==> src/rtl/time_set_ctrl_if.sv <==
// ----------------------------------------------------------------------------
// time_set_ctrl_if
//   Bundles the board-side buttons, the running time from the hh:mm:ss
//   timer and the edited-time / control outputs of time_set_ctrl.
//
//   master : the board/timer side (drives buttons and cur_*, reads results)
//   slave  : time_set_ctrl itself
//
//   set_mod, left, right, up, down : raw asynchronous buttons/switch
//   cur_hours/minutes/seconds      : running time (0-23 / 0-59 / 0-59)
//   set_hours/minutes/seconds      : edited time, valid when load is high
//   load                           : one-cycle strobe, timer loads set_*
//   editing                        : high while the set mode is active
//   pos                            : cursor position 0-5 (digit highlight)
// ----------------------------------------------------------------------------
interface time_set_ctrl_if;
    logic       set_mod;
    logic       left;
    logic       right;
    logic       up;
    logic       down;
    logic [5:0] cur_hours;
    logic [5:0] cur_minutes;
    logic [5:0] cur_seconds;
    logic [5:0] set_hours;
    logic [5:0] set_minutes;
    logic [5:0] set_seconds;
    logic       load;
    logic       editing;
    logic [2:0] pos;

    modport master (
        output set_mod, left, right, up, down,
        output cur_hours, cur_minutes, cur_seconds,
        input  set_hours, set_minutes, set_seconds,
        input  load, editing, pos
    );

    modport slave (
        input  set_mod, left, right, up, down,
        input  cur_hours, cur_minutes, cur_seconds,
        output set_hours, set_minutes, set_seconds,
        output load, editing, pos
    );
endinterface

==> src/rtl/time_set_ctrl.sv <==
// ----------------------------------------------------------------------------
// time_set_ctrl
//   Time-setting sequencer for the digital clock. Debounces the set-mode
//   switch and the four cursor/edit buttons, snapshots the running time on
//   set-mode entry, lets the user move a 6-digit cursor and step the selected
//   digit with modular wrap, and issues a one-cycle load strobe to the timer
//   on set-mode exit.
//
//   Ports:
//     clk    : system clock
//     reset  : synchronous, active-low reset
//     bus    : time_set_ctrl_if.slave (buttons, cur_*, set_*, load,
//              editing, pos)
//
//   Parameters:
//     DEB_CYCLES    : stable cycles before a button level is accepted (>= 2)
//     REPEAT_DELAY  : hold cycles before up/down auto-repeat starts
//     REPEAT_PERIOD : cycles between auto-repeat steps
//
//   Build option:
//     TIME_SET_AUTO_REPEAT_EN : when defined, a held up/down button in EDIT
//     generates extra steps after REPEAT_DELAY and then every REPEAT_PERIOD
//     cycles. When undefined each press gives exactly one step.
//
//   Cursor positions: 0 sec units, 1 sec tens, 2 min units, 3 min tens,
//   4 hr units, 5 hr tens. Raw edge to FSM reaction is DEB_CYCLES+3 cycles.
// ----------------------------------------------------------------------------
module time_set_ctrl #(
    parameter int unsigned DEB_CYCLES    = 1000000,
    parameter int unsigned REPEAT_DELAY  = 50000000,
    parameter int unsigned REPEAT_PERIOD = 10000000
) (
    input  logic           clk,
    input  logic           reset,
    time_set_ctrl_if.slave bus
);

    localparam int unsigned NB  = 5;
    localparam int unsigned DCW = $clog2(DEB_CYCLES);

    // Button bit positions inside the packed button vectors
    localparam int unsigned B_MODE  = 0;
    localparam int unsigned B_LEFT  = 1;
    localparam int unsigned B_RIGHT = 2;
    localparam int unsigned B_UP    = 3;
    localparam int unsigned B_DOWN  = 4;

    typedef enum logic [1:0] {
        S_IDLE,
        S_CAPTURE,
        S_EDIT,
        S_COMMIT
    } state_e;

    if (DEB_CYCLES < 2 || REPEAT_DELAY == 0 || REPEAT_PERIOD == 0) begin : g_cfg_chk
        $error("time_set_ctrl: DEB_CYCLES must be >= 2 and REPEAT_* must be non-zero");
    end

    // ------------------------------------------------------------------
    // Input path: 2-flop synchronizer, debounce counter, rising-edge event
    // ------------------------------------------------------------------
    logic [NB-1:0]          raw;
    logic [NB-1:0]          sync1_q;
    logic [NB-1:0]          sync2_q;
    logic [NB-1:0]          deb_q, deb_d;
    logic [NB-1:0]          deb_prev_q;
    logic [NB-1:0][DCW-1:0] cnt_q, cnt_d;
    logic [NB-1:0]          evt;

    assign raw = {bus.down, bus.up, bus.right, bus.left, bus.set_mod};

    always_ff @(posedge clk) begin
        if (!reset) begin
            sync1_q    <= '0;
            sync2_q    <= '0;
            deb_q      <= '0;
            deb_prev_q <= '0;
            cnt_q      <= '0;
        end else begin
            sync1_q    <= raw;
            sync2_q    <= sync1_q;
            deb_q      <= deb_d;
            deb_prev_q <= deb_q;
            cnt_q      <= cnt_d;
        end
    end

    // The counter runs only while the synchronized level disagrees with the
    // accepted level; any agreement (bounce back) restarts it from zero.
    always_comb begin
        deb_d = deb_q;
        cnt_d = '0;
        for (int unsigned i = 0; i < NB; i++) begin
            if (sync2_q[i] != deb_q[i]) begin
                if (cnt_q[i] == DCW'(DEB_CYCLES - 1)) begin
                    deb_d[i] = sync2_q[i];
                end else begin
                    cnt_d[i] = cnt_q[i] + DCW'(1);
                end
            end
        end
    end

    assign evt = deb_q & ~deb_prev_q;

    // ------------------------------------------------------------------
    // FSM: state register / next state / outputs
    // ------------------------------------------------------------------
    state_e state_q, state_d;
    logic   editing_w;
    logic   load_w;

    always_ff @(posedge clk) begin
        if (!reset) begin
            state_q <= S_IDLE;
        end else begin
            state_q <= state_d;
        end
    end

    always_comb begin
        state_d = state_q;
        case (state_q)
            S_IDLE:    if (evt[B_MODE]) state_d = S_CAPTURE;
            S_CAPTURE: state_d = S_EDIT;
            S_EDIT:    if (!deb_q[B_MODE]) state_d = S_COMMIT;
            S_COMMIT:  state_d = S_IDLE;
            default:   state_d = S_IDLE;
        endcase
    end

    always_comb begin
        editing_w = 1'b0;
        load_w    = 1'b0;
        case (state_q)
            S_CAPTURE, S_EDIT: editing_w = 1'b1;
            S_COMMIT:          load_w    = 1'b1;
            default:           ;
        endcase
    end

    // ------------------------------------------------------------------
    // Auto-repeat: index 0 = up, 1 = down
    // ------------------------------------------------------------------
    logic [1:0] rpt_fire;

`ifdef TIME_SET_AUTO_REPEAT_EN
    localparam int unsigned RMAX = (REPEAT_DELAY > REPEAT_PERIOD) ? REPEAT_DELAY : REPEAT_PERIOD;
    localparam int unsigned RCW  = $clog2(RMAX + 1);

    logic [1:0][RCW-1:0] hcnt_q, hcnt_d;
    logic [1:0]          phase_q, phase_d;
    logic [1:0]          held_only;
    logic [1:0]          press;

    assign held_only = {deb_q[B_DOWN] & ~deb_q[B_UP], deb_q[B_UP] & ~deb_q[B_DOWN]};
    assign press     = {evt[B_DOWN], evt[B_UP]};

    always_ff @(posedge clk) begin
        if (!reset) begin
            hcnt_q  <= '0;
            phase_q <= '0;
        end else begin
            hcnt_q  <= hcnt_d;
            phase_q <= phase_d;
        end
    end

    // hcnt holds the number of cycles since the press event (0 in the event
    // cycle itself); a non-zero count means the hold was armed by a press
    // in EDIT, so a button already held on EDIT entry never repeats. After
    // each step the count restarts at 1 and phase selects delay vs period.
    always_comb begin
        hcnt_d   = '0;
        phase_d  = '0;
        rpt_fire = '0;
        for (int unsigned j = 0; j < 2; j++) begin
            if (state_q == S_EDIT && held_only[j] && (press[j] || hcnt_q[j] != '0)) begin
                if ((!phase_q[j] && hcnt_q[j] == RCW'(REPEAT_DELAY)) ||
                    ( phase_q[j] && hcnt_q[j] == RCW'(REPEAT_PERIOD))) begin
                    rpt_fire[j] = 1'b1;
                    hcnt_d[j]   = RCW'(1);
                    phase_d[j]  = 1'b1;
                end else begin
                    hcnt_d[j]   = hcnt_q[j] + RCW'(1);
                    phase_d[j]  = phase_q[j];
                end
            end
        end
    end
`else
    assign rpt_fire = '0;
`endif

    // ------------------------------------------------------------------
    // Datapath: snapshot, cursor and digit editing
    // ------------------------------------------------------------------
    logic [5:0] set_h_q, set_h_d;
    logic [5:0] set_m_q, set_m_d;
    logic [5:0] set_s_q, set_s_d;
    logic [2:0] pos_q, pos_d;

    logic       step_up;
    logic       step_dn;
    logic       cur_l;
    logic       cur_r;
    logic [6:0] field7;
    logic [6:0] mod7;
    logic [6:0] step7;
    logic [6:0] sum7;

    assign step_up = evt[B_UP] | rpt_fire[0];
    assign step_dn = evt[B_DOWN] | rpt_fire[1];
    assign cur_l   = evt[B_LEFT] & ~evt[B_RIGHT];
    assign cur_r   = evt[B_RIGHT] & ~evt[B_LEFT];

    always_ff @(posedge clk) begin
        if (!reset) begin
            set_h_q <= '0;
            set_m_q <= '0;
            set_s_q <= '0;
            pos_q   <= '0;
        end else begin
            set_h_q <= set_h_d;
            set_m_q <= set_m_d;
            set_s_q <= set_s_d;
            pos_q   <= pos_d;
        end
    end

    // The field is always taken from the current pos, so an edit that
    // coincides with a cursor move lands on the old digit.
    always_comb begin
        set_h_d = set_h_q;
        set_m_d = set_m_q;
        set_s_d = set_s_q;
        pos_d   = pos_q;

        mod7  = pos_q[2] ? 7'd24 : 7'd60;
        step7 = pos_q[0] ? 7'd10 : 7'd1;
        case (pos_q[2:1])
            2'd0:    field7 = {1'b0, set_s_q};
            2'd1:    field7 = {1'b0, set_m_q};
            default: field7 = {1'b0, set_h_q};
        endcase

        // Operands are below the modulus, so one conditional subtract wraps
        if (step_up) begin
            sum7 = field7 + step7;
        end else begin
            sum7 = field7 + mod7 - step7;
        end
        if (sum7 >= mod7) begin
            sum7 = sum7 - mod7;
        end

        if (state_q == S_CAPTURE) begin
            set_h_d = bus.cur_hours;
            set_m_d = bus.cur_minutes;
            set_s_d = bus.cur_seconds;
            pos_d   = '0;
        end else if (state_q == S_EDIT && deb_q[B_MODE]) begin
            if (step_up ^ step_dn) begin
                case (pos_q[2:1])
                    2'd0:    set_s_d = sum7[5:0];
                    2'd1:    set_m_d = sum7[5:0];
                    default: set_h_d = sum7[5:0];
                endcase
            end
            if (cur_l) begin
                pos_d = (pos_q == 3'd5) ? 3'd0 : pos_q + 3'd1;
            end else if (cur_r) begin
                pos_d = (pos_q == 3'd0) ? 3'd5 : pos_q - 3'd1;
            end
        end
    end

    assign bus.set_hours   = set_h_q;
    assign bus.set_minutes = set_m_q;
    assign bus.set_seconds = set_s_q;
    assign bus.pos         = pos_q;
    assign bus.editing     = editing_w;
    assign bus.load        = load_w;

endmodule

==> src/flat_wrapper.sv <==
// flat-port wrapper written by rule: the top's interface ports become plain ports
module time_set_ctrl_flat 
#(
    parameter int unsigned DEB_CYCLES    = 1000000,
    parameter int unsigned REPEAT_DELAY  = 50000000,
    parameter int unsigned REPEAT_PERIOD = 10000000
)
  (clk, reset, bus_set_mod, bus_left, bus_right, bus_up, bus_down, bus_cur_hours, bus_cur_minutes, bus_cur_seconds, bus_set_hours, bus_set_minutes, bus_set_seconds, bus_load, bus_editing, bus_pos);
  time_set_ctrl_if bus_i ();
  input  logic clk;
  input  logic reset;
  input wire logic [$bits(bus_i.set_mod)-1:0] bus_set_mod;
  input wire logic [$bits(bus_i.left)-1:0] bus_left;
  input wire logic [$bits(bus_i.right)-1:0] bus_right;
  input wire logic [$bits(bus_i.up)-1:0] bus_up;
  input wire logic [$bits(bus_i.down)-1:0] bus_down;
  input wire logic [$bits(bus_i.cur_hours)-1:0] bus_cur_hours;
  input wire logic [$bits(bus_i.cur_minutes)-1:0] bus_cur_minutes;
  input wire logic [$bits(bus_i.cur_seconds)-1:0] bus_cur_seconds;
  output wire logic [$bits(bus_i.set_hours)-1:0] bus_set_hours;
  output wire logic [$bits(bus_i.set_minutes)-1:0] bus_set_minutes;
  output wire logic [$bits(bus_i.set_seconds)-1:0] bus_set_seconds;
  output wire logic [$bits(bus_i.load)-1:0] bus_load;
  output wire logic [$bits(bus_i.editing)-1:0] bus_editing;
  output wire logic [$bits(bus_i.pos)-1:0] bus_pos;
  assign bus_i.set_mod = bus_set_mod;
  assign bus_i.left = bus_left;
  assign bus_i.right = bus_right;
  assign bus_i.up = bus_up;
  assign bus_i.down = bus_down;
  assign bus_i.cur_hours = bus_cur_hours;
  assign bus_i.cur_minutes = bus_cur_minutes;
  assign bus_i.cur_seconds = bus_cur_seconds;
  assign bus_set_hours = bus_i.set_hours;
  assign bus_set_minutes = bus_i.set_minutes;
  assign bus_set_seconds = bus_i.set_seconds;
  assign bus_load = bus_i.load;
  assign bus_editing = bus_i.editing;
  assign bus_pos = bus_i.pos;
  time_set_ctrl #(.DEB_CYCLES(DEB_CYCLES), .REPEAT_DELAY(REPEAT_DELAY), .REPEAT_PERIOD(REPEAT_PERIOD)) u_core (.clk(clk), .reset(reset), .bus(bus_i));
endmodule
==> config.mk <==
export PLATFORM = sky130hd
export DESIGN_NAME = time_set_ctrl_flat
export DESIGN_NICKNAME = d
export VERILOG_FILES = /design/src/rtl/time_set_ctrl_if.sv /design/src/rtl/time_set_ctrl.sv /design/src/flat_wrapper.sv
export SDC_FILE = /design/constraint.sdc
export NUM_CORES = 1
export LEC_CHECK = 0
export BUFFER_PORTS_ARGS = -buffer_cell sky130_fd_sc_hd__buf_2
export CORE_ASPECT_RATIO = 1.25
export CORE_MARGIN = 5
export CORE_UTILIZATION = 65
export DETAILED_ROUTE_END_ITERATION = 8
export GPL_ROUTABILITY_DRIVEN = 0
export GPL_TIMING_DRIVEN = 0
export PLACE_DENSITY = 0.85
export REMOVE_ABC_BUFFERS = 1
export SETUP_SLACK_MARGIN = 0.5
export SYNTH_ARGS = -nofsm -noshare
export SYNTH_HDL_FRONTEND = slang
export SYNTH_SLANG_ARGS = --single-unit
==> constraint.sdc <==
create_clock -name clk -period 11.7 [get_ports clk]
set_clock_uncertainty 0.2 [all_clocks]
set_input_delay 0.585 -clock clk [delete_from_list [all_inputs] [get_ports clk]]
set_output_delay 0.585 -clock clk [all_outputs]
set_load 0.005 [all_outputs]
==> reports/qor.yml <==
route:
  via_per_inst: 5.86
  wire_per_inst_um: 14.9
  postRouteAntennaNets: 0
  vias: 5752
  routed_wl_mm: 14.6
  drtIter0Drc: 365
  drcViolationCount: 0
  first_pass_iters: 5
timing:
  hold_viol_final: 0
  period_needed_ns: 5.38
  hold_ws_ns: 0.173
  worst_pin_slew_ns: 1.37
  max_freq_mhz: 186
  final.setup.tns_ns: 0
  rsz0062_at_grt: "false"
  setup-violations-final: 0
  slew_headroom_pct: 7.26
  fin_crit_sh_pct: 46.0
  slew_viol_final: 0
grt:
  grt_pass1_wl_mm: 24.9
  overflow: 0
  grt_max_degree: 30
  antenna_found_initial: 0
  grt_pass1_vias: 5721
  grt_usage_pct: 23.6
clock_tree:
  htreeDepth: 4
  cts.clk_slew.worst_paths_ns: 0.06
  tritoncts: "done"
  cts_max_path_buffers: 2
  cts.sinks: 143
  post-cts-setup-buffers: 0
  cts_root_buf: "clkbuf_16"
  ctsResizeCount: 0
  cts_buffers: 17
  holdBufCountCts: 0
  worstSkewPairLatency_ns: 0.41
critical_path:
  cp-end-kind: "flip-flop"
  start_kind: "flip-flop"
  r2r-start: "u_core.bus.pos[2]$_SDFFE_PP0P_"
  r2r-end: "u_core.bus.set_minutes[5]$_SDFFE_PN0P_"
  critical-path-top-delay-family: "adder cells"
  rrSetupSlack_ns: 6.32
  worstPathCellList: "o21ai_0, ha_1, inv_1, ha_1, inv_1, fa_1, nand2b_1, a21oi_1, xnor2_1, nor2_1, a31oi_1, ha_1, inv_1, nor2_1, mux2_2, or4_1, mux2i_1, o22ai_1"
  critPathMaxStageDelay_ns: 1.02
  critPathLaunch: "u_core.bus.pos[2]$_SDFFE_PP0P_"
  crit_fanout: 29
  r2r_cells: 18
  worstPathRequired_ns: 11.78
  crit_type: "flip-flop to flip-flop"
  cp_num_buf_inv: 3
  arrival_ns: 5.46
  worst_path_max_delay_cell: "dfxtp_1"
hold_path:
  hold_depth: 2
  min_path_type: "input pin to flip-flop"
  hold_end: "u_core.sync1_q[4]$_SDFF_PN0_"
  hp-start: "bus_down"
power:
  peakVddDrop_mv: 0.150
  p_per_area_nw_per_um2: 189
  p_leak_nw: 2.86
floorplanning:
  core-area_um2: 10500
  start_util_pct: 65.6
  dieArea_um2: 12700
  fp.dieW_um: 102
  row_count: 42
  io_pins: 48
  die_h_um: 125
job:
  cap_violations: 0
finish:
  final_cell_mix: "nor2_1, dfxtp_1, xor2_1, nand2_1, buf_2"
  area_growth_pct: 13.1
  drive_gt1_share_pct: 10.4
  fin_area_um2: 7760
  fin_util_pct: 74.2
  fin_nets: 893
  mostFrequentLayoutCell: "nor2_1"
  n_antenna_cell: 0
synthesis:
  yosys_warnings: 0
  synth_cell_types: 57
  ys_seq_area_share_pct: 41.7
  synthCells: 796
  synth.avg_cell_area_um2: 8.62
  synth-main-ff-cell: "dfxtp_1"
  syn-cell-area_um2: 6860
  synth_edf_count: 0
  async_reset_ff_share_pct: 0
  ys_seq_elements: 143
place:
  dp_hpwl_mm: 9.82
  portBuffers: 47
  place_area_um2: 7170
status:
  outcome: "finished, final reports clean"
routing by layer:
metal | track usage [%] | routed length, um | up-vias
li1 | - | - | 2790
met1 | 28.3 | 6000 | 2717
met2 | 40.7 | 7480 | 212
met3 | 4.93 | 880 | 33
met4 | 9.34 | 270 | 0
met5 | 0 | 0 | -
metrics by stage:
step                instances  setup WS [ns]  power, W
finish                    982           6.32   0.00147
floorplan                 773           7.17  0.000820
global placement          952           6.49  0.000908
detailed placement        952           6.40  0.000926
CTS                       982           6.38   0.00146
global route              982           5.97   0.00154
area by class of cell:
| type | count | area [um^2] |
|---|---|---|
| Timing Repair Buffer | 47 | 235 |
| Fill cell | 713 | 2700 |
| Inverter | 34 | 128 |
| Multi-Input combinational cell | 596 | 3770 |
| Sequential cell | 143 | 2860 |
| Clock inverter | 8 | 106 |
| Tap cell | 132 | 165 |
| Clock buffer | 22 | 484 |
sequential cells by signal (all words and copies together) (netlist names):
register / count
u_core.sync2_q: 5
u_core.deb_q: 5
u_core.bus.set_seconds: 6
u_core.bus.set_hours: 6
u_core.state_q: 2
u_core.sync1_q: 5
u_core.bus.set_minutes: 6
u_core.bus.pos: 3
u_core.deb_prev_q: 5
u_core.cnt_q: 100
report_power, final:
group	leakage (nW)	internal (W)	switching (W)
clock network	0.285	0.000335	0.000201
registers	1.15	0.000515	0.0000234
logic	1.42	0.000161	0.000233
total	2.86	0.00101	0.000457
worst max path at each step:
stage | slack [ns] | to | depth (start not counted)
final | 6.32 | u_core.bus.set_minutes[5]$_SDFFE_PN0P_ | 18
after global routing | 5.97 | u_core.bus.set_minutes[5]$_SDFFE_PN0P_ | 18
after CTS | 6.38 | u_core.bus.set_minutes[5]$_SDFFE_PN0P_ | 18
after detailed placement | 6.40 | u_core.bus.set_minutes[5]$_SDFFE_PN0P_ | 18
after global placement | 6.49 | u_core.bus.set_minutes[5]$_SDFFE_PN0P_ | 18
after floorplan | 7.17 | u_core.bus.set_minutes[5]$_SDFFE_PN0P_ | 18
logic make-up (layout without fill, tap and decap cells):
logic type,Yosys count,after routing,synth area share [%]
AO/OA/AOI/OAI,83,83,8.10
XOR/XNOR,100,100,12.8
adder cells (fa/ha/maj),29,29,5.51
buffers and inverters,57,111,3.25
flip-flops,143,143,41.7
multiplexers,17,17,2.61
AND/OR/NAND/NOR,367,367,26.0
synthesized netlist by cell type (13+ instances only):
| cell type | count | share of area [%] |
|---|---|---|
| ha_1 | 27 | 4.9 |
| xor2_1 | 57 | 7.3 |
| nor2_1 | 149 | 8.2 |
| mux2i_1 | 13 | 1.9 |
| inv_1 | 33 | 1.8 |
| dfxtp_1 | 143 | 42 |
| and3_1 | 23 | 2.1 |
| nand2_1 | 56 | 3.1 |
| o21ai_0 | 19 | 1.4 |
| clkbuf_1 | 21 | 1.1 |
| and2_1 | 19 | 1.7 |
| nand4_1 | 18 | 1.6 |
| a21oi_1 | 26 | 1.9 |
| xnor2_1 | 43 | 5.5 |
| nand3_1 | 40 | 2.9 |
worst register-to-register path, delay by kind of cell, from the launching register on:
kind | cells | cell delay, ns
adder cells (fa/ha/maj) | 4 | 1.28
flip-flops | 1 | 1.02
AO/OA/AOI/OAI | 4 | 1.01
AND/OR/NAND/NOR | 4 | 0.76
multiplexers | 2 | 0.60
buffers and inverters | 3 | 0.23
XOR/XNOR | 1 | 0.16
Power figures use the tool's default switching activity.
